`config.mk`:
```
export PLATFORM = sky130hd
export DESIGN_NAME = sound_cmd_queue
export DESIGN_NICKNAME = d
export VERILOG_FILES = /design/src/rtl/sound_cmd_pkg.sv /design/src/rtl/sound_cmd_fifo.sv /design/src/rtl/sound_cmd_queue.sv
export SDC_FILE = /design/constraint.sdc
export NUM_CORES = 1
export LEC_CHECK = 0
export ABC_AREA = 1
export BUFFER_PORTS_ARGS = -buffer_cell sky130_fd_sc_hd__buf_2
export CORE_MARGIN = 2
export CORE_UTILIZATION = 55
export CTS_BUF_LIST = sky130_fd_sc_hd__clkbuf_2 sky130_fd_sc_hd__clkbuf_4 sky130_fd_sc_hd__clkbuf_8
export CTS_CLUSTER_SIZE = 24
export DETAILED_ROUTE_END_ITERATION = 7
export PLACE_DENSITY_LB_ADDON = 0.3
export SLEW_MARGIN = 20
export SYNTH_ARGS = -nofsm -noshare
export SYNTH_HDL_FRONTEND = slang
export SYNTH_SLANG_ARGS = --single-unit
```
`constraint.sdc`:
```
create_clock -name clk -period 3.4 [get_ports clk]
set_clock_uncertainty 0.2 [all_clocks]
set_input_delay 0.34 -clock clk [delete_from_list [all_inputs] [get_ports clk]]
set_output_delay 0.34 -clock clk [all_outputs]
set_load 0.005 [all_outputs]
```
`src/rtl/sound_cmd_pkg.sv`:
```
// Shared types and constants for the sound command queue.
package sound_cmd_pkg;

    localparam int CMD_W = 8;

    typedef enum logic [1:0] {
        IDLE,
        PEND,
        ACK,
        GAP
    } irq_state_t;

    // Occupancy counter must represent 0..2**depth_log2 inclusive.
    function automatic int level_w(input int depth_log2);
        return $clog2((1 << depth_log2) + 1);
    endfunction

endpackage

```
`src/rtl/sound_cmd_fifo.sv`:
```
// Pointer/level command FIFO with a registered head output.
module sound_cmd_fifo
    import sound_cmd_pkg::*;
#(
    parameter int DEPTH_LOG2 = 3
) (
    input  logic                              i_clk,
    input  logic                              i_rst_n,
    input  logic                              i_push,
    input  logic                              i_pop,
    input  logic [CMD_W-1:0]                  i_din,
    output logic [CMD_W-1:0]                  o_dout,
    output logic [level_w(DEPTH_LOG2)-1:0]    o_level,
    output logic                              o_full,
    output logic                              o_empty
);

    localparam int DEPTH = 1 << DEPTH_LOG2;
    localparam int LW    = level_w(DEPTH_LOG2);

    logic [CMD_W-1:0]      r_mem [DEPTH];
    logic [DEPTH_LOG2-1:0] r_wr_ptr;
    logic [DEPTH_LOG2-1:0] r_rd_ptr;
    logic [LW-1:0]         r_level;
    logic [CMD_W-1:0]      r_dout;

    logic                  w_full;
    logic                  w_empty;
    logic                  w_pop_ok;
    logic                  w_push_ok;
    logic [DEPTH_LOG2-1:0] w_rd_next;

    assign w_full    = (r_level == LW'(DEPTH));
    assign w_empty   = (r_level == '0);
    assign w_pop_ok  = i_pop && !w_empty;
    assign w_push_ok = i_push && (!w_full || w_pop_ok);
    assign w_rd_next = r_rd_ptr + DEPTH_LOG2'(1);

    always_ff @(posedge i_clk) begin
        if (w_push_ok) begin
            r_mem[r_wr_ptr] <= i_din;
        end
    end

    always_ff @(posedge i_clk) begin
        if (!i_rst_n) begin
            r_wr_ptr <= '0;
            r_rd_ptr <= '0;
            r_level  <= '0;
            r_dout   <= '0;
        end else begin
            if (w_push_ok) begin
                r_wr_ptr <= r_wr_ptr + DEPTH_LOG2'(1);
            end
            if (w_pop_ok) begin
                r_rd_ptr <= w_rd_next;
            end
            case ({w_push_ok, w_pop_ok})
                2'b10:   r_level <= r_level + LW'(1);
                2'b01:   r_level <= r_level - LW'(1);
                default: r_level <= r_level;
            endcase
            // r_dout tracks the entry that will be at the head after this edge;
            // when the FIFO drains it keeps the last popped byte.
            if (w_push_ok && (w_empty || (w_pop_ok && r_level == LW'(1)))) begin
                r_dout <= i_din;
            end else if (w_pop_ok && r_level > LW'(1)) begin
                r_dout <= r_mem[w_rd_next];
            end
        end
    end

    assign o_dout  = r_dout;
    assign o_level = r_level;
    assign o_full  = w_full;
    assign o_empty = w_empty;

endmodule

```
`src/rtl/sound_cmd_queue.sv`:
```
// Main-CPU to sound-CPU command FIFO with IRQ sequencer.
// Optional statistics outputs are enabled with SOUND_CMD_QUEUE_STATS_EN.
module sound_cmd_queue
    import sound_cmd_pkg::*;
#(
    parameter int DEPTH_LOG2 = 3,
    parameter int IRQ_GAP    = 16
) (
    input  logic                  clk,
    input  logic                  RSTn,
    input  logic                  W3A08n,
    input  logic [CMD_W-1:0]      DB_in,
    input  logic                  latch_cs_n,
    input  logic                  snd_rd,
    input  logic                  ovf_clr,
    output logic [CMD_W-1:0]      cmd_q,
    output logic                  irq_n,
    output logic [DEPTH_LOG2:0]   level,
    output logic                  ovf
`ifdef SOUND_CMD_QUEUE_STATS_EN
    ,
    output logic [15:0]           stat_push,
    output logic [7:0]            stat_drop,
    output logic [DEPTH_LOG2:0]   stat_maxlvl
`endif
);

    localparam int LW = level_w(DEPTH_LOG2);

    logic          r_w3a08n_d;
    logic          r_cs_n_d;
    logic          r_armed;
    logic          r_ovf;
    logic          r_irq_n;
    irq_state_t    r_state;
    irq_state_t    w_state_next;
    logic [7:0]    r_gap_cnt;
    logic [7:0]    w_gap_next;

    logic          w_push;
    logic          w_cs_rise;
    logic          w_rd_qual;
    logic          w_pop;
    logic          w_drop;
    logic          w_full;
    logic          w_empty;
    logic [LW-1:0] w_level;

    assign w_push    = !r_w3a08n_d && W3A08n;
    assign w_cs_rise = !r_cs_n_d && latch_cs_n;
    assign w_rd_qual = !latch_cs_n && snd_rd;
    assign w_pop     = w_cs_rise && r_armed && !w_empty;
    assign w_drop    = w_push && w_full && !w_pop;

    sound_cmd_fifo #(
        .DEPTH_LOG2(DEPTH_LOG2)
    ) u_fifo (
        .i_clk   (clk),
        .i_rst_n (RSTn),
        .i_push  (w_push),
        .i_pop   (w_pop),
        .i_din   (DB_in),
        .o_dout  (cmd_q),
        .o_level (w_level),
        .o_full  (w_full),
        .o_empty (w_empty)
    );

    // Edge detectors load live inputs during reset so release is edge-free.
    always_ff @(posedge clk) begin
        r_w3a08n_d <= W3A08n;
        r_cs_n_d   <= latch_cs_n;
    end

    always_ff @(posedge clk) begin
        if (!RSTn) begin
            r_armed <= 1'b0;
            r_ovf   <= 1'b0;
        end else begin
            if (w_cs_rise) begin
                r_armed <= 1'b0;
            end else if (w_rd_qual) begin
                r_armed <= 1'b1;
            end
            if (w_drop) begin
                r_ovf <= 1'b1;
            end else if (ovf_clr) begin
                r_ovf <= 1'b0;
            end
        end
    end

    always_ff @(posedge clk) begin
        if (!RSTn) begin
            r_state   <= IDLE;
            r_gap_cnt <= '0;
            r_irq_n   <= 1'b1;
        end else begin
            r_state   <= w_state_next;
            r_gap_cnt <= w_gap_next;
            r_irq_n   <= (r_state == IDLE) || (r_state == GAP);
        end
    end

    always_comb begin
        w_state_next = r_state;
        w_gap_next   = r_gap_cnt;
        case (r_state)
            IDLE: begin
                if (w_level != '0) begin
                    w_state_next = PEND;
                end
            end
            PEND: begin
                if (w_rd_qual) begin
                    w_state_next = ACK;
                end
            end
            ACK: begin
                if (w_pop) begin
                    w_state_next = GAP;
                    w_gap_next   = 8'(IRQ_GAP - 1);
                end else if (w_cs_rise) begin
                    w_state_next = PEND;
                end
            end
            GAP: begin
                if (r_gap_cnt == '0) begin
                    w_state_next = (w_level != '0) ? PEND : IDLE;
                end else begin
                    w_gap_next = r_gap_cnt - 8'd1;
                end
            end
            default: w_state_next = IDLE;
        endcase
    end

    assign irq_n = r_irq_n;
    assign level = w_level;
    assign ovf   = r_ovf;

`ifdef SOUND_CMD_QUEUE_STATS_EN
    logic [15:0]   r_stat_push;
    logic [7:0]    r_stat_drop;
    logic [LW-1:0] r_stat_maxlvl;

    always_ff @(posedge clk) begin
        if (!RSTn) begin
            r_stat_push   <= '0;
            r_stat_drop   <= '0;
            r_stat_maxlvl <= '0;
        end else begin
            if (w_push && !w_drop && r_stat_push != '1) begin
                r_stat_push <= r_stat_push + 16'd1;
            end
            if (w_drop && r_stat_drop != '1) begin
                r_stat_drop <= r_stat_drop + 8'd1;
            end
            if (w_level > r_stat_maxlvl) begin
                r_stat_maxlvl <= w_level;
            end
        end
    end

    assign stat_push   = r_stat_push;
    assign stat_drop   = r_stat_drop;
    assign stat_maxlvl = r_stat_maxlvl;
`endif

endmodule

```
# Yosys cells after proc, flatten, opt, wreduce, memory -nomap -nowiden

Memory sizes are Yosys's and may differ from the RTL's.
Cells that the tools add are included.

Memories kept: 1
Input bits: 14
Output and inout port bits: 14
Bits in writable memories: 64
Bits in registers: 33
Word-level logic and storage cells: 81

Add/sub/neg operators: 5
Muxes and demuxes: 17
Reduce and logical (&&, ||, !) cells: 32
Eq/ne operators: 13
Magnitude comparators: 1
Bitwise gates (word level): 1

Memory list:

| name         | words | bits a word | read ports | clocked after Yosys merged registers in | wr ports | line                 | text |
|---|---|---|---|---|---|---|---|
| u_fifo.r_mem | 8     | 8           | 1          | 0                                       | 1        | sound_cmd_fifo.sv:21 | `logic [CMD_W-1:0] r_mem [DEPTH];` |

Operator list:

| kind                  | number |
|---|---|
| $mux W8               | 4 |
| $pmux W8 S2           | 1 |
| $logic_and A1 B1 Y1   | 12 |
| $mux W2               | 5 |
| $logic_not A8 Y1      | 1 |
| $pmux W2 S4           | 1 |
| $pmux W4 S2           | 1 |
| $reduce_bool A2 Y1    | 4 |
| $sub A8 B1 Y8 const B | 1 |
| $add A3 B1 Y3 const B | 2 |
| $eq A2 B2 Y1 const B  | 3 |
| $logic_not A1 Y1      | 6 |
| $ne A2 B1 Y1 const B  | 3 |
| $mux W1               | 5 |
| $add A4 B1 Y4 const B | 1 |
| $eq A2 B1 Y1 const B  | 2 |
| $eq A4 B1 Y1 const B  | 1 |
| $eq A4 B4 Y1 const B  | 1 |
| $gt A4 B1 Y1 const B  | 1 |
| $logic_not A4 Y1      | 1 |
| $ne A2 B2 Y1 const B  | 2 |
| $reduce_and A4 Y1     | 1 |
| $reduce_bool A4 Y1    | 1 |
| $sub A4 B1 Y4 const B | 1 |
| other kinds (6)       | 8 |

# Logic depth before layout (Yosys ltp)

Depth in word-level cells: 9
Gate-level depth with buffers: 12
Depth with buffers taken out: 12

# Modules after synthesis

Synthesis repeated with hierarchy kept, for this count alone.

Cells, all modules: 566
Area, all modules: 4748.3 um2

By module, submodules not included:

| module          | seq. area each (um2) | area each (um2) | cells an instance | times used |
|---|---|---|---|---|
| sound_cmd_fifo  | 2282.2               | 3846.2          | 428               | 1 |
| sound_cmd_queue | 300.3                | 902.1           | 138               | 1 |

# Least setup slack after synthesis

No wires, ideal clock.

Path type: reg2reg
From: register u_fifo.r_level[0], in the netlist u_fifo.o_level[0]
To: memory u_fifo.r_mem[4][0] (enable)
Setup slack: 1.159 ns
Cell stages (with the launch flop): 9
Buffers on the path: 1
Data required time: 2.830 ns
Period minus slack after synthesis: 2.241 ns
Data arrival time: 1.671 ns
Library setup time: 0.370 ns
Cells stage by stage: dfxtp_1 > inv_1 > ha_1 > nand2_1 > nor2_2 > a21oi_4 > buf_6 > nand2_1 > nor2_1

Longest elaborated chain between the ends: 8
Elaborated cells between the ends (all ways): 10
Classes of those cells: 1 x eq/ne; 2 x mux; 7 x reduce/logical

Ends and longest elaborated chain:

| what                              | line                                        | text |
|---|---|---|
| from (decl)                       | sound_cmd_fifo.sv:24                        | `logic [LW-1:0] r_level;` |
| from (signal assigned)            | sound_cmd_fifo.sv:59                        | `2'b10: r_level <= r_level + LW'(1);` |
| from (signal assigned)            | sound_cmd_fifo.sv:60                        | `2'b01: r_level <= r_level - LW'(1);` |
| from (signal assigned)            | sound_cmd_fifo.sv:61                        | `default: r_level <= r_level;` |
| $logic_not A4 Y1                  | sound_cmd_fifo.sv:34                        | `assign w_empty = (r_level == '0);` |
| $logic_not A1 Y1                  | sound_cmd_fifo.sv:35, sound_cmd_queue.sv:52 |  |
| $logic_and A1 B1 Y1               | sound_cmd_queue.sv:52                       | `assign w_pop = w_cs_rise && r_armed && !w_empty;` |
| $logic_and A1 B1 Y1               | sound_cmd_fifo.sv:35                        | `assign w_pop_ok = i_pop && !w_empty;` |
| $logic_or A1 B1 Y1 (*)            | sound_cmd_fifo.sv:36                        | `assign w_push_ok = i_push && (!w_full \|\| w_pop_ok);` |
| $logic_and A1 B1 Y1 (*)           | sound_cmd_fifo.sv:36                        |  |
| $mux W1 (*)                       | sound_cmd_fifo.sv:40                        | `if (w_push_ok) begin` |
| $mux W1 (implied by the code) (*) | sound_cmd_fifo.sv:41                        | `r_mem[r_wr_ptr] <= i_din;` |
| to (decl)                         | sound_cmd_fifo.sv:21                        |  |

Every way passes the cells marked *; elsewhere a longest branch is shown, timed or not.

# Worst setup path in the final report

From: register u_fifo.r_level[0], in the netlist u_fifo.o_level[0]
To: memory u_fifo.r_mem[5][0] (enable)

Same word-level chain as after synthesis.

==> out/metrics.yaml <==
status: "finished clean"
synth_edf_count: 64
required_ns: 3.19
r2r_start: "u_fifo.o_level[0]$_SDFFE_PN0P_"
synth_commonest_cells: "nand2_1, inv_1, nand3_1"
die_area_mm2: 0.00931
min_path_cells: 4
post_cts_resize_count: 0
numCtsBuffers: 9
synthToLayoutAreaGrowth_pct: 8.14
synth_top_family_by_area: "simple AND/OR/NAND/NOR gates"
core_area_mm2: 0.00826
multi_input_area_mm2: 0.00165
yosys_warnings: 0
io_pins: 28
finalHoldViolations: 0
setup_viol: 0
cp_max_fo: 13
vias: 3538
antenna_found_initial: 0
nets: 599
cts_tree: "yes"
dr.pass1.iters: 5
worstHoldStart: "ovf_clr"
viasPerCell: 5.19
grt_usage: 0.238
synth_cell_types: 33
drc: 0
place_hpwl_um: 7050
insertion_delay_ns: 0.37
whs_endpoint: "ovf$_SDFFE_PN0P_"
avgSynthCellArea_um2: 8.60
nFillCells: 709
rows: 33
synth_compound_area_frac: 0.0442
die_x_um: 96.5
ant_nets: 0
synthTopCellsByArea: "edfxtp_1, dfxtp_1, nand2_1, inv_1, nand3_1"
diodes: 0
synthXorXnorAreaFrac: 0.0106
cap_violations: 0
maxSlewViolCount: 0
synthAdderAreaFrac: 0.0346
grt_pass1_wl_um: 16100
yosys.area_share.simple: 0.262
grt_pass1_vias: 3293
grt_start_max_net_pins: 35
drt_iter0_drc: 267
fin_util: 0.616
max_stage_delay_ns: 0.50
postSynth.asyncResetShare: 0
critPathLaunchType: "flop"
drive_above_1_share: 0.128
synth_top_area_share: 0.409
cts_sinks: 97
cts_root_buffer: "clkbuf_8"
clk_pin_slew_ns: 0.09
post-route-min-period_ns: 2.64
r2r_cells: 9
fmax_mhz: 379
syn_area_mm2: 0.00470
r2r_slack_ns: 0.76
tightestPinTransition_ns: 0.695
netlist_instances: 547
syn_nets: 574
rr_endpoint: "u_fifo.r_mem[5][0]$_DFFE_PP_"
finalCritPeriodShare: 0.775
yosysSeqAreaShare: 0.549
arrival_ns: 2.43
cts.htree.levels: 3
hold_path.class: "input port to flop"
critPathKind: "flop to flop"
gp_congestion: 0.908
place.port_buffers: 27
synth_area_leader_cell: "edfxtp_1"
die_h_um: 96.5
wl_um: 10100
synth_seq_cells: 97
start_util: 0.570
powerDensity_mw_per_mm2: 455
detail_route.wl_per_cell_um: 14.9
slowest_stage: "nor2_1"
cts_buffer_depth: 2
fin_tns_setup_ns: 0
seq_area_mm2: 0.00258
slew_headroom: 0.535
leakage_nw: 2.36
synth_ff_type: "edfxtp_1"
synth.most_common_cell: "nand2_1"
max-vdd-ir-drop_mv: 0.295
synthMuxAreaShare: 0
path_cells: "inv_1 -> ha_1 -> nand2_1 -> nor2_2 -> a21oi_4 -> inv_2 -> nor2_2 -> inv_2 -> nor2_1"
grt.overflow.total: 0
endpoint_kind: "flop"
rsz0062_at_grt: "false"
## layout by cell type (no fill, tap or decap), drive strengths merged, types with 2 or more instances in the layout
cell type,count
clkinv,3
buf,28
dfxtp,33
nor2,39
xor2,3
ha,13
nand3,69
dlygate4sd3,2
edfxtp,64
inv,100
nor3,4
o21ai,15
or2,2
nand4,3
clkbuf,11
clkinvlp,2
a21oi,19
nand2,164
## logic make-up (layout without fill, tap and decap cells)
kind of cell	after synthesis	count (layout)
adder cells (fa/ha/maj)	13	13
buffers and inverters	116	146
AND/OR/NAND/NOR	281	281
flip-flops	97	97
XOR/XNOR	4	4
AO/OA/AOI/OAI	36	36
## through the flow
stage | area [um^2] | power (mW) | setup slack (ns) | hold slack (ns) | instances
5_1_grt | 5090 | 2.42 | 0.518 | 0.0146 | 682
3_3_place_gp | 4890 | 1.64 | 0.836 | 0.253 | 664
3_5_place_dp | 4890 | 1.65 | 0.749 | 0.258 | 664
4_1_cts | 5090 | 2.33 | 0.719 | 0.0180 | 682
2_1_floorplan | 4700 | 1.56 | 1.16 | 0.168 | 547
6_report | 5090 | 2.31 | 0.765 | 0.0279 | 682
## repair_timing
item / in CTS / in global routing
setup buffers: 0 / 0
hold endpoints to repair: 2 / 0
hold buffers: 2 / 0
endpoints found under the setup margin: 0 / 0
## where the power goes
part | internal (mW) | leakage [nW] | switching, mW
combinational | 0.104 | 1.43 | 0.195
clock | 0.288 | 0.0870 | 0.405
sequential | 1.29 | 0.847 | 0.0298
total | 1.68 | 2.36 | 0.630
## state kept, by name (all words and copies together), names as in the netlist
| register | cells |
|---|---|
| irq_n | 1 |
| ovf | 1 |
| r_state | 2 |
| u_fifo.o_level | 4 |
| u_fifo.r_rd_ptr | 3 |
| r_w3a08n_d | 1 |
| u_fifo.r_mem | 64 |
| u_fifo.o_dout | 8 |
| r_armed | 1 |
| u_fifo.r_wr_ptr | 3 |
| r_cs_n_d | 1 |
| r_gap_cnt | 8 |
## critical path: cells and delay by family (launching register included)
kind	cells	cell delay, ns
DFF	1	0.40
and+or+nand+nor	4	0.78
adders and majority gates	1	0.27
AOI/OAI and AO/OA	1	0.32
buffers and inverters	3	0.29
## routing by layer
| layer | global-route usage | vias to the layer above | share of wire |
|---|---|---|---|
| li1 | - | 1771 | - |
| met1 | 0.320 | 1599 | 0.45 |
| met4 | 0.116 | 0 | 0.028 |
| met5 | 0 | - | 0 |
| met3 | 0.0442 | 23 | 0.073 |
| met2 | 0.375 | 145 | 0.45 |
## layout make-up
cell class	instances	area share
clock buffer	11	0.0273
clock inverter	5	0.00812
inverter	100	0.0743
multi-input combinational	334	0.325
sequential	97	0.508
tap	105	0.0258
timing repair buffer	30	0.0320
## how the worst max path moves through the flow
stage | from | to | slack [ns]
after global placement | u_fifo.o_level[0]$_SDFFE_PN0P_ | u_fifo.r_mem[6][0]$_DFFE_PP_ | 0.84
after CTS | u_fifo.o_level[0]$_SDFFE_PN0P_ | u_fifo.r_mem[6][5]$_DFFE_PP_ | 0.72
after floorplan | u_fifo.o_level[0]$_SDFFE_PN0P_ | u_fifo.r_mem[4][0]$_DFFE_PP_ | 1.16
after detailed placement | u_fifo.o_level[0]$_SDFFE_PN0P_ | u_fifo.r_mem[6][6]$_DFFE_PP_ | 0.75
final | u_fifo.o_level[0]$_SDFFE_PN0P_ | u_fifo.r_mem[5][0]$_DFFE_PP_ | 0.76
after global routing | u_fifo.o_level[0]$_SDFFE_PN0P_ | u_fifo.r_mem[6][3]$_DFFE_PP_ | 0.52
Note: power is estimated with default switching activity, not from simulation.
